==> config.mk <==
export PLATFORM = sky130hd
export DESIGN_NAME = wptr_full_ctrl
export DESIGN_NICKNAME = d
export VERILOG_FILES = /design/src/rtl/wptr_full_ctrl.sv
export SDC_FILE = /design/constraint.sdc
export NUM_CORES = 1
export LEC_CHECK = 0
export CAP_MARGIN = 15
export CORE_AREA = 2 2 64 66
export DETAILED_ROUTE_END_ITERATION = 8
export DIE_AREA = 0 0 66 68
export GPL_ROUTABILITY_DRIVEN = 0
export RECOVER_POWER = 100
export SYNTH_ARGS = -nofsm -noshare
export SYNTH_HDL_FRONTEND = slang
export SYNTH_SLANG_ARGS = --single-unit
==> constraint.sdc <==
create_clock -name wclk -period 2.3 [get_ports wclk]
set_clock_uncertainty 0.1 [all_clocks]
set_input_delay 0.345 -clock wclk [delete_from_list [all_inputs] [get_ports wclk]]
set_output_delay 0.345 -clock wclk [all_outputs]
set_load 0.02 [all_outputs]
==> src/rtl/wptr_full_ctrl.sv <==
// Write-side pointer, full/almost-full flags and fill level for an async FIFO.
// Optional sticky overflow status: define WPTR_OVERFLOW_STATUS_EN.
module wptr_full_ctrl #(
  parameter int PTR_WIDTH      = 4,
  parameter int ALMOST_FULL_TH = 2
) (
  input  logic                 wclk,
  input  logic                 wrst_n,
  input  logic                 winc,
  input  logic [PTR_WIDTH:0]   rptr_gray_sync,
`ifdef WPTR_OVERFLOW_STATUS_EN
  input  logic                 wovf_clr,
  output logic                 wovf,
`endif
  output logic                 wen,
  output logic [PTR_WIDTH-1:0] waddr,
  output logic [PTR_WIDTH:0]   wptr_gray,
  output logic                 wfull,
  output logic                 walmost_full,
  output logic [PTR_WIDTH:0]   wlevel
);

  localparam int AW = PTR_WIDTH + 1;
  localparam logic [AW-1:0] DEPTH  = AW'(1 << PTR_WIDTH);
  localparam logic [AW-1:0] AF_LVL = DEPTH - AW'(ALMOST_FULL_TH);

  logic [AW-1:0] wbin;
  logic [AW-1:0] wbin_next;
  logic [AW-1:0] wgray_next;
  logic [AW-1:0] rbin_s;
  logic [AW-1:0] wlevel_next;
  logic [AW-1:0] rfull_cmp;
  logic          wfull_next;
  logic          walmost_full_next;

  // Gate with reset so no write strobe escapes while held in reset.
  assign wen   = winc & ~wfull & wrst_n;
  assign waddr = wbin[PTR_WIDTH-1:0];

  // Gray-to-binary of the synchronized read pointer (MSB-down XOR prefix).
  always_comb begin
    rbin_s = '0;
    rbin_s[AW-1] = rptr_gray_sync[AW-1];
    for (int i = AW - 2; i >= 0; i--) begin
      rbin_s[i] = rbin_s[i+1] ^ rptr_gray_sync[i];
    end
  end

  // Next pointer, level and flag values for this cycle.
  always_comb begin
    wbin_next   = wbin + {{PTR_WIDTH{1'b0}}, wen};
    wgray_next  = wbin_next ^ (wbin_next >> 1);
    wlevel_next = wbin_next - rbin_s;
    rfull_cmp   = {~rptr_gray_sync[AW-1:AW-2],
                   rptr_gray_sync[AW-3:0]};
    wfull_next  = (wgray_next == rfull_cmp);
    walmost_full_next = (wlevel_next >= AF_LVL);
  end

  // Pointer and status registers; gray pointer is a pure flop output.
  always_ff @(posedge wclk or negedge wrst_n) begin
    if (!wrst_n) begin
      wbin         <= '0;
      wptr_gray    <= '0;
      wlevel       <= '0;
      wfull        <= 1'b0;
      walmost_full <= 1'b0;
    end else begin
      wbin         <= wbin_next;
      wptr_gray    <= wgray_next;
      wlevel       <= wlevel_next;
      wfull        <= wfull_next;
      walmost_full <= walmost_full_next;
    end
  end

`ifdef WPTR_OVERFLOW_STATUS_EN
  // Sticky overflow: a dropped write sets it, clear loses to set.
  always_ff @(posedge wclk or negedge wrst_n) begin
    if (!wrst_n) begin
      wovf <= 1'b0;
    end else if (winc && wfull) begin
      wovf <= 1'b1;
    end else if (wovf_clr) begin
      wovf <= 1'b0;
    end
  end
`endif

endmodule

==> out/metrics.cfg, run 1 <==
[synthesis]
syn-num-nets=97
synth_warnings=0
ys_seq_area_share_pct=43.2
synth_common_cells=dfrtp_1 (16), xnor2_1 (9), ha_1 (7), inv_1 (7), xor2_1 (7)
muxShareOfSynthArea_pct=0
synthCells=81
synth-simple-area-share_pct=10.1
yosys.cell_types.count=24
avgSynthCellArea_um2=11.4
yosysTopAreaCell=dfrtp_1
syn-cell-area_um2=926
synth_top_family_by_area=XOR/XNOR gates
yosysTopAreaCellShare_pct=43.2
synth.area.top_cells=dfrtp_1 (43%), ha_1 (9.5%), xnor2_1 (8.5%), xor2_1 (6.6%), inv_1 (2.8%)
synth-edff-count=0
ys.flop_type=dfrtp_1
ys_ff_latch=16
synth.most_common_cell=dfrtp_1
synth_compound_area_share_pct=6.62
yosys.area_share.adder_pct=11.6
synthXorXnorAreaFrac_pct=24.5
synthArstFlopShare_pct=100

[route]
routed_wl_um=2230
drt-pass1-iter-count=2
via_per_inst=4.16
ant_nets=0
drt_iter0_drc=19
vias=770
remaining_drc_errors=0
post_drt_wl_per_cell_um=12.1

[grt]
grt_max_degree=17
grt_pass1_vias=812
met1_usage_pct=12.0
use_met2_pct=21.5
antenna_found_initial=0
gr-usage-met3_pct=1.48
globalRouteOverflowTotal=0
grt.total_usage_pct=11.3
busiest_layer=met2
grt_pass1_wl_um=3690

[floorplanning]
die_h_um=68
boundaryPins=25
initial_utilization_pct=24.0
coreArea_um2=3860
dieArea_um2=4490
die_x_um=66
rows=23

[pwr]
irDropWorstVdd_uv=339
leakagePower_nw=0.735
totalPowerFinal_w=0.00245
powerDensity_nw_per_um2=1490

[critical_path]
rrSetupSlack_ps=100
rr_startpoint=wfull
crit_arrival_ps=2270
path_class=in2reg
worstRegToRegCells=8
required_ps=2360
cp-start-kind=input pin
r2r-end=wfull
cp-end-kind=flop
path_max_fanout=2

[timing]
finalCritPeriodShare_pct=96.4
fin_crit_ps=2220
worstMarginPinSlew_ps=834
final-hold-violation-count=0
relSlewSlack_pct=44.4
max_freq_mhz=451
grt_setup_unrepaired=false
finalMaxSlewViolations=0
finalSetupViolations=0

[layout]
fin_area_um2=1650
multi_input_area_um2=679
fillerInstances=373
fin_nets=152
syn2layout_area_growth_pct=77.7
drive_above_1_share_pct=40.7
num_antenna_cells=0
fin_cells=185
regArea_um2=402
fin_util_pct=42.7

[status]
outcome=finished, final reports clean

[flow_run]
max_cap_viol_count=0

[clocking]
cts.sinks=16
clk_latency_ps=250
cts_buffer_depth=2
numCtsBuffers=3
cts_tree=done
root_buffer=clkbuf_8
path_clk_slew_ps=60
htreeDepth=1

[placed_design]
place_hpwl_um=1620
placed_area_um2=1430
dp_cells=174
io_buffer_count=24

[min_path]
hp-class=in2async

[worst max-delay path, stage by stage]
cell and delay, ps:
buf_2 140, xnor2_4 150, xor2_2 200, xor2_2 200, buf_4 140, buf_4 120, ha_1 280, nor2b_1 200
o21ai_2 90, nor3b_4 160, o311ai_1 240
[stage by stage]
step / TNS [ps] / hold slack [ps] / worst slack (ps)
CTS: 0 / 145 / 11.8
finish: 0 / 332 / 83.5
global placement: -2560 / 494 / -573
floorplan: -31.6 / -50.6 / -31.6
global route: 0 / 409 / 6.96
detailed placement: -2860 / 503 / -633
[report_power, final]
group | internal, W | leakage, nW | switching [W] | total, W
clock network | 0.000123 | 0.0228 | 0.0000945 | 0.000217
registers | 0.000432 | 0.190 | 0.000137 | 0.000569
logic | 0.000914 | 0.522 | 0.000751 | 0.00166
[layout by cell type, fill, tap and decap left out, drive strengths merged]
cell type and count:
buf 26, dlygate4sd3 16, dfrtp 16, xnor2 10
clkbuf 8, inv 7, ha 7, xor2 7
nand2 6, clkdlybuf4s50 3, nand3 3, nor2 3
a21boi 3, nor3 2, dlygate4sd2 2, nor2b 2
o21ai 2, or4 2, xnor3 2, a21o 1
nor3b 1, o31ai 1, xor3 1, a21oi 1
o311ai 1, fa 1, clkdlybuf4s15 1
[final cells by class]
class	count	share of cell area, %
Inverter	7	1.60
Sequential cell	16	24.4
Clock buffer	4	2.74
Tap cell	50	3.80
Timing Repair Buffer	52	26.2
Multi-Input combinational cell	56	41.3
[layer usage]
layer  up-vias  wire, um  part of all wire, %
met1       369       870                   39
met4         0        62                  2.8
met3         5        89                  4.0
met5         -         0                    0
li1        378         -                    -
met2        18      1210                   54
[cell families after synthesis]
family,after synthesis
XOR/XNOR,20
AND/OR/NAND/NOR,19
flip-flops,16
AO/OA/AOI/OAI,9
buffers and inverters,9
adder cells (fa/ha/maj),8
[flip-flops by register name (all words and copies together), names as in the netlist]
register,count
wptr_gray,4
wfull,1
wbin,5
walmost_full,1
wlevel,5
[how the worst max path moves through the flow]
stage                      start            to  slack, ps  cells after the start
6_report       rptr_gray_sync[4]  walmost_full         80                     11
5_1_grt                    wfull         wfull          7                      7
2_1_floorplan              wfull  walmost_full        -30                      9
4_1_cts        rptr_gray_sync[3]  walmost_full         10                     11
3_3_place_gp   rptr_gray_sync[4]  walmost_full       -570                     10
3_5_place_dp   rptr_gray_sync[4]  walmost_full       -630                     10
[timing repair]
item | 4_1_cts | 5_1_grt
hold buffers | 0 | 0
pin swaps | 12 | 6
resized for setup | 30 | 8
setup buffers | 5 | 2
endpoints found under the setup margin | 5 | 2
Power figures use the tool's default switching activity.
==> run 2: changes to the inputs <==
- CORE_AREA: 2 2 64 66 -> 2 2 52 54
- DIE_AREA: 0 0 66 68 -> 0 0 54 56
- PLACE_DENSITY: not set -> 0.68
==> out/metrics.cfg, run 2 (same netlist as run 1, synthesis figures left out) <==
[critical_path]
crit_start=wfull  ; was rptr_gray_sync[4]
required_ps=2420  ; was 2360 ps
endpoint=wfull  ; was walmost_full
cp-end-kind=flop  ; unchanged
path_cells=nor2_4, ha_2, ha_4, buf_4, xnor3_2, xnor2_1, or4_4, a21oi_2  ; was buf_2, xnor2_4, xor2_2, xor2_2, buf_4, buf_4, ha_1, nor2b_1, o21ai_2, nor3b_4, o311ai_1
path_class=reg2reg  ; was in2reg
r2r-end=wfull  ; unchanged
crit_arrival_ps=2340  ; was 2270 ps
crit_family=simple AND/OR/NAND/NOR gates  ; was XOR/XNOR gates
cpPeakStageDelay_ps=510  ; was 280 ps
path_max_fanout=4  ; was 2
worst-path-buf-inv=1  ; was 3
worstRegToRegCells=8  ; unchanged
rr_startpoint=wfull  ; unchanged
cp-start-kind=flop  ; was input pin
rrSetupSlack_ps=80  ; was 100 ps
crit_cells=8  ; was 11
crit_path_top_delay_cell=or4_4  ; was ha_1

[route]
routed_wl_um=2170  ; was 2230 um
ant_nets=0  ; unchanged
via_per_inst=4.71  ; was 4.16
vias=768  ; was 770
remaining_drc_errors=0  ; unchanged
post_drt_wl_per_cell_um=13.3  ; was 12.1 um
drt_iter0_drc=11  ; was 19
drt-pass1-iter-count=4  ; was 2

[min_path]
hp-class=in2async  ; unchanged

[timing]
tns_ps=0  ; unchanged
final-hold-violation-count=0  ; unchanged
finalMaxSlewViolations=0  ; unchanged
max_freq_mhz=450  ; was 451 MHz
finalCritPeriodShare_pct=96.5  ; was 96.4%
fin_crit_ps=2220  ; about the same
worstMarginPinSlew_ps=368  ; was 834 ps
relSlewSlack_pct=75.5  ; was 44.4%
grt_setup_unrepaired=true  ; was false
worst_slack_ps=79.4  ; was 83.5 ps
finalSetupViolations=0  ; unchanged

[clocking]
clk_latency_ps=290  ; was 250 ps
path_clk_slew_ps=100  ; was 60 ps
root_buffer=clkbuf_4  ; was clkbuf_8
cts_hold_buf=0  ; unchanged
cts_tree=done  ; unchanged
cts.sinks=16  ; unchanged
numCtsBuffers=3  ; unchanged
htreeDepth=1  ; unchanged
cts_buffer_depth=2  ; unchanged

[status]
outcome=finished, final reports clean  ; unchanged

[layout]
layout_common_cells=buf_4 (22), dfrtp_1 (15), dlygate4sd3_1 (12), clkdlybuf4s50_1 (7)  ; was buf_4 (23), dlygate4sd3_1 (16), dfrtp_1 (15), inv_1 (7)
num_antenna_cells=0  ; unchanged
top_regs=wbin: 5 flops, wlevel: 5 flops, wptr_gray: 4 flops  ; unchanged
layout_commonest_cell=buf_4  ; unchanged
syn2layout_area_growth_pct=68.0  ; was 77.7%
drive_above_1_share_pct=41.4  ; was 40.7%
fin_nets=150  ; was 152

[grt]
antenna_found_initial=0  ; unchanged
grt_pass1_wl_um=3430  ; was 3690 um
use_met2_pct=26.5  ; was 21.5%
gr-usage-met3_pct=1.08  ; was 1.48%
globalRouteOverflowTotal=0  ; unchanged
grt_pass1_vias=775  ; was 812
grt.total_usage_pct=15.3  ; was 11.3%
grt_max_degree=17  ; unchanged
busiest_layer=met2  ; unchanged
met1_usage_pct=19.5  ; was 12.0%

[floorplanning]
rows=18  ; was 23
initial_utilization_pct=38.1  ; was 24.0%
die_h_um=56  ; was 68 um
dieArea_um2=3020  ; was 4490 um^2
coreArea_um2=2430  ; was 3860 um^2
boundaryPins=25  ; unchanged
die_x_um=54  ; was 66 um

[pwr]
irDropWorstVdd_uv=796  ; was 339 uV
leakagePower_nw=0.718  ; was 0.735 nW
powerDensity_nw_per_um2=1520  ; was 1490 nW/um^2

[placed_design]
io_buffer_count=24  ; unchanged
place_hpwl_um=1520  ; was 1620 um
pre_cts_slack_ps=-604  ; was -633 ps

[flow_run]
max_cap_viol_count=0  ; unchanged

[run 2: cell types whose count changed in the layout (fill, tap and decap cells not counted), moves of 2 or more]
cell,delta
ha_2,+2
clkbuf_4,+3
dlygate4sd3_1,-4
clkbuf_8,-3
ha_4,-3
clkdlybuf4s50_1,+4
clkbuf_1,-2
[run 2: report_power, final]
group | internal, W | leakage [nW] | switching (W) | total, W
registers | 0.000431 | 0.190 | 0.000121 | 0.000552
logic | 0.000897 | 0.513 | 0.000760 | 0.00166
clock network | 0.0000674 | 0.0150 | 0.0000929 | 0.000160
total | 0.00140 | 0.718 | 0.000973 | 0.00237
[run 2: worst min path at each step]
stage | from | to | slack, ps
floorplan | wrst_n | walmost_full | -50
global placement | wbin[0] | wbin[0] | 480
detailed placement | wbin[4] | wbin[4] | 480
CTS | wrst_n | wbin[0] | 80
global route | wrst_n | wbin[0] | 110
finish | wrst_n | wbin[0] | 80
[run 2: layout make-up]
class                      count  area (um^2)
fill                         206          877
multi-input combinational     56          638
timing repair buffer          50          425
sequential                    16          402
tap                           30         37.5
clock buffer                   4         26.3
inverter                       7         26.3
[run 2: metrics by stage]
stage                     hold slack, ps  instances  cell area [um^2]  utilization [%]  total power [W]
after detailed placement             484        153              1400             57.4          0.00198
after CTS                           82.6        161              1500             61.5          0.00234
after floorplan                    -50.6         81               978                -          0.00140
final                               76.8        163              1560             63.9          0.00237
after global routing                 109        163              1560             63.9          0.00253
after global placement               482        153              1400             57.4          0.00195
[run 2: metal layers]
layer  vias to the layer above  wire [um]
met5                         -          0
met1                       376        931
met2                        20       1150
met3                         0         90
met4                         0          0
li1                        372          -
[run 2: repair_timing]
item                                   in CTS  in global routing
pin swaps                                  12                 12
resized for setup                          25                 10
setup endpoints to repair                   4                  4
setup buffers                               4                  2
endpoints found under the hold margin       0                  0
==> run 3: changes to the inputs <==
- CTS_BUF_LIST: not set -> sky130_fd_sc_hd__clkbuf_4 sky130_fd_sc_hd__clkbuf_8 sky130_fd_sc_hd__clkbuf_16
==> out/metrics.cfg, run 3 (same netlist as run 1, synthesis figures left out) <==
[clocking]
cts_buffer_depth=2  ; unchanged
cts_hold_buf=0  ; unchanged
cts.sinks=16  ; unchanged
root_buffer=clkbuf_4  ; unchanged
numCtsBuffers=3  ; unchanged
cts_tree=done  ; unchanged
path_clk_slew_ps=100  ; about the same
htreeDepth=1  ; unchanged
clk_latency_ps=290  ; about the same

[status]
outcome=finished, final reports clean  ; unchanged

[layout]
layout_commonest_cell=buf_4  ; unchanged
fin_area_um2=1530  ; was 1560 um^2
drive_above_1_share_pct=40.2  ; was 41.4%
num_antenna_cells=0  ; unchanged
fin_nets=149  ; was 150
top_regs=wbin: 5 flops, wlevel: 5 flops, wptr_gray: 4 flops  ; unchanged
syn2layout_area_growth_pct=65.1  ; was 68.0%
layout_common_cells=buf_4 (21), dfrtp_1 (15), dlygate4sd3_1 (12), clkdlybuf4s50_1 (7)  ; was buf_4 (22), dfrtp_1 (15), dlygate4sd3_1 (12), clkdlybuf4s50_1 (7)

[timing]
whs_ps=77.9  ; was 76.8 ps
final-hold-violation-count=0  ; unchanged
finalSetupViolations=0  ; unchanged
fin_crit_ps=2230  ; was 2220 ps
relSlewSlack_pct=74.7  ; was 75.5%
finalMaxSlewViolations=0  ; unchanged
worstMarginPinSlew_ps=379  ; was 368 ps
tns_ps=0  ; unchanged
grt_setup_unrepaired=true  ; unchanged
max_freq_mhz=448  ; was 450 MHz
worst_slack_ps=69.9  ; was 79.4 ps
finalCritPeriodShare_pct=97.0  ; was 96.5%

[route]
drt_iter0_drc=12  ; was 11
post_drt_wl_per_cell_um=13.3  ; about the same
vias=755  ; was 768
remaining_drc_errors=0  ; unchanged
ant_nets=0  ; unchanged
via_per_inst=4.66  ; was 4.71
routed_wl_um=2150  ; was 2170 um
drt-pass1-iter-count=4  ; unchanged

[placed_design]
place_hpwl_um=1520  ; unchanged
io_buffer_count=24  ; unchanged
placed_area_um2=1400  ; unchanged
pre_cts_slack_ps=-604  ; unchanged

[min_path]
hp-class=in2async  ; unchanged

[critical_path]
path_max_fanout=3  ; was 4
worstRegToRegCells=8  ; unchanged
crit_arrival_ps=2350  ; was 2340 ps
crit_start=wfull  ; unchanged
r2r-end=wfull  ; unchanged
endpoint=wfull  ; unchanged
path_class=reg2reg  ; unchanged
rrSetupSlack_ps=70  ; was 80 ps
required_ps=2420  ; about the same
cp-start-kind=flop  ; unchanged
rr_startpoint=wfull  ; unchanged
cp-end-kind=flop  ; unchanged

[pwr]
seqPwrFrac_pct=23.2  ; was 23.3%
p_int_w=0.00140  ; about the same
p_comb_share_pct=69.6  ; was 69.9%
p_sw_w=0.000975  ; was 0.000973 W
irDropWorstVdd_uv=795  ; was 796 uV
powerDensity_nw_per_um2=1550  ; was 1520 nW/um^2
pwr-share-clk_pct=7.2  ; was 6.8%
totalPowerFinal_w=0.00238  ; was 0.00237 W
switching_share_pct=41.0  ; was 41.1%
leakagePower_nw=0.710  ; was 0.718 nW

[floorplanning]
die_x_um=54  ; unchanged
coreArea_um2=2430  ; unchanged
initial_utilization_pct=38.1  ; unchanged
rows=18  ; unchanged
die_h_um=56  ; unchanged
dieArea_um2=3020  ; unchanged
boundaryPins=25  ; unchanged

[grt]
antenna_found_initial=0  ; unchanged
grt.total_usage_pct=15.8  ; was 15.3%
grt_pass1_vias=787  ; was 775
grt_pass1_wl_um=3510  ; was 3430 um
grt_max_degree=17  ; unchanged
globalRouteOverflowTotal=0  ; unchanged

[flow_run]
max_cap_viol_count=0  ; unchanged

==> run 3: cell types whose count changed in the layout (fill, tap and decap cells not counted), sizes merged <==
cell  before  now
buf       26   25
==> run 3: final cells by class <==
class,instances,area [um^2]
flip-flops and latches,16,402
fillers,214,903
well taps,30,37.5
multi-input cells,56,619
inverters,7,26.3
clock buffers,4,30.0
repair buffers,49,414
==> run 3: power groups by stage <==
stage	clock (W)	combinational, W	sequential, W
after global placement	0	0.00139	0.000556
after global routing	0.000188	0.00178	0.000573
after CTS	0.000182	0.00161	0.000557
after detailed placement	0	0.00142	0.000563
final	0.000171	0.00165	0.000552
after floorplan	0	0.000710	0.000693
==> run 3: worst min-delay path by stage <==
stage,start,end,slack (ps),cells past startpoint
after global routing,wrst_n,wbin[0],110,2
after CTS,wrst_n,wbin[0],80,2
after floorplan,wrst_n,walmost_full,-50,0
after detailed placement,wbin[4],wbin[4],480,1
after global placement,wbin[0],wbin[0],480,1
final,wrst_n,wbin[0],80,2
==> run 3: per-layer routing <==
metal | vias to the layer above | global-route usage, % | wire [um]
met5 | - | 0 | 0
met4 | 0 | 5.36 | 0
met2 | 18 | 26.8 | 1150
li1 | 372 | - | -
met1 | 365 | 20.6 | 918
met3 | 0 | 1.08 | 86
==> run 3: worst max-delay path: stages, from the launching register on <==
cell	delay, ps
dfrtp_2	430
nor2_4	110
ha_2	200
ha_4	170
buf_4	120
xnor3_2	250
xnor2_1	140
or4_4	520
a21oi_2	110
==> run 3: repair_timing <==
item,CTS,global route
pin swaps,12,12
endpoints found under the setup margin,4,4
buffers inserted,5,0
gates resized for setup,25,8
==> run 3: metrics by stage <==
step	std cells	util [%]
2_1_floorplan	81	-
3_3_place_gp	153	57.4
3_5_place_dp	153	57.4
4_1_cts	162	62.0
5_1_grt	162	62.9
6_report	162	62.9
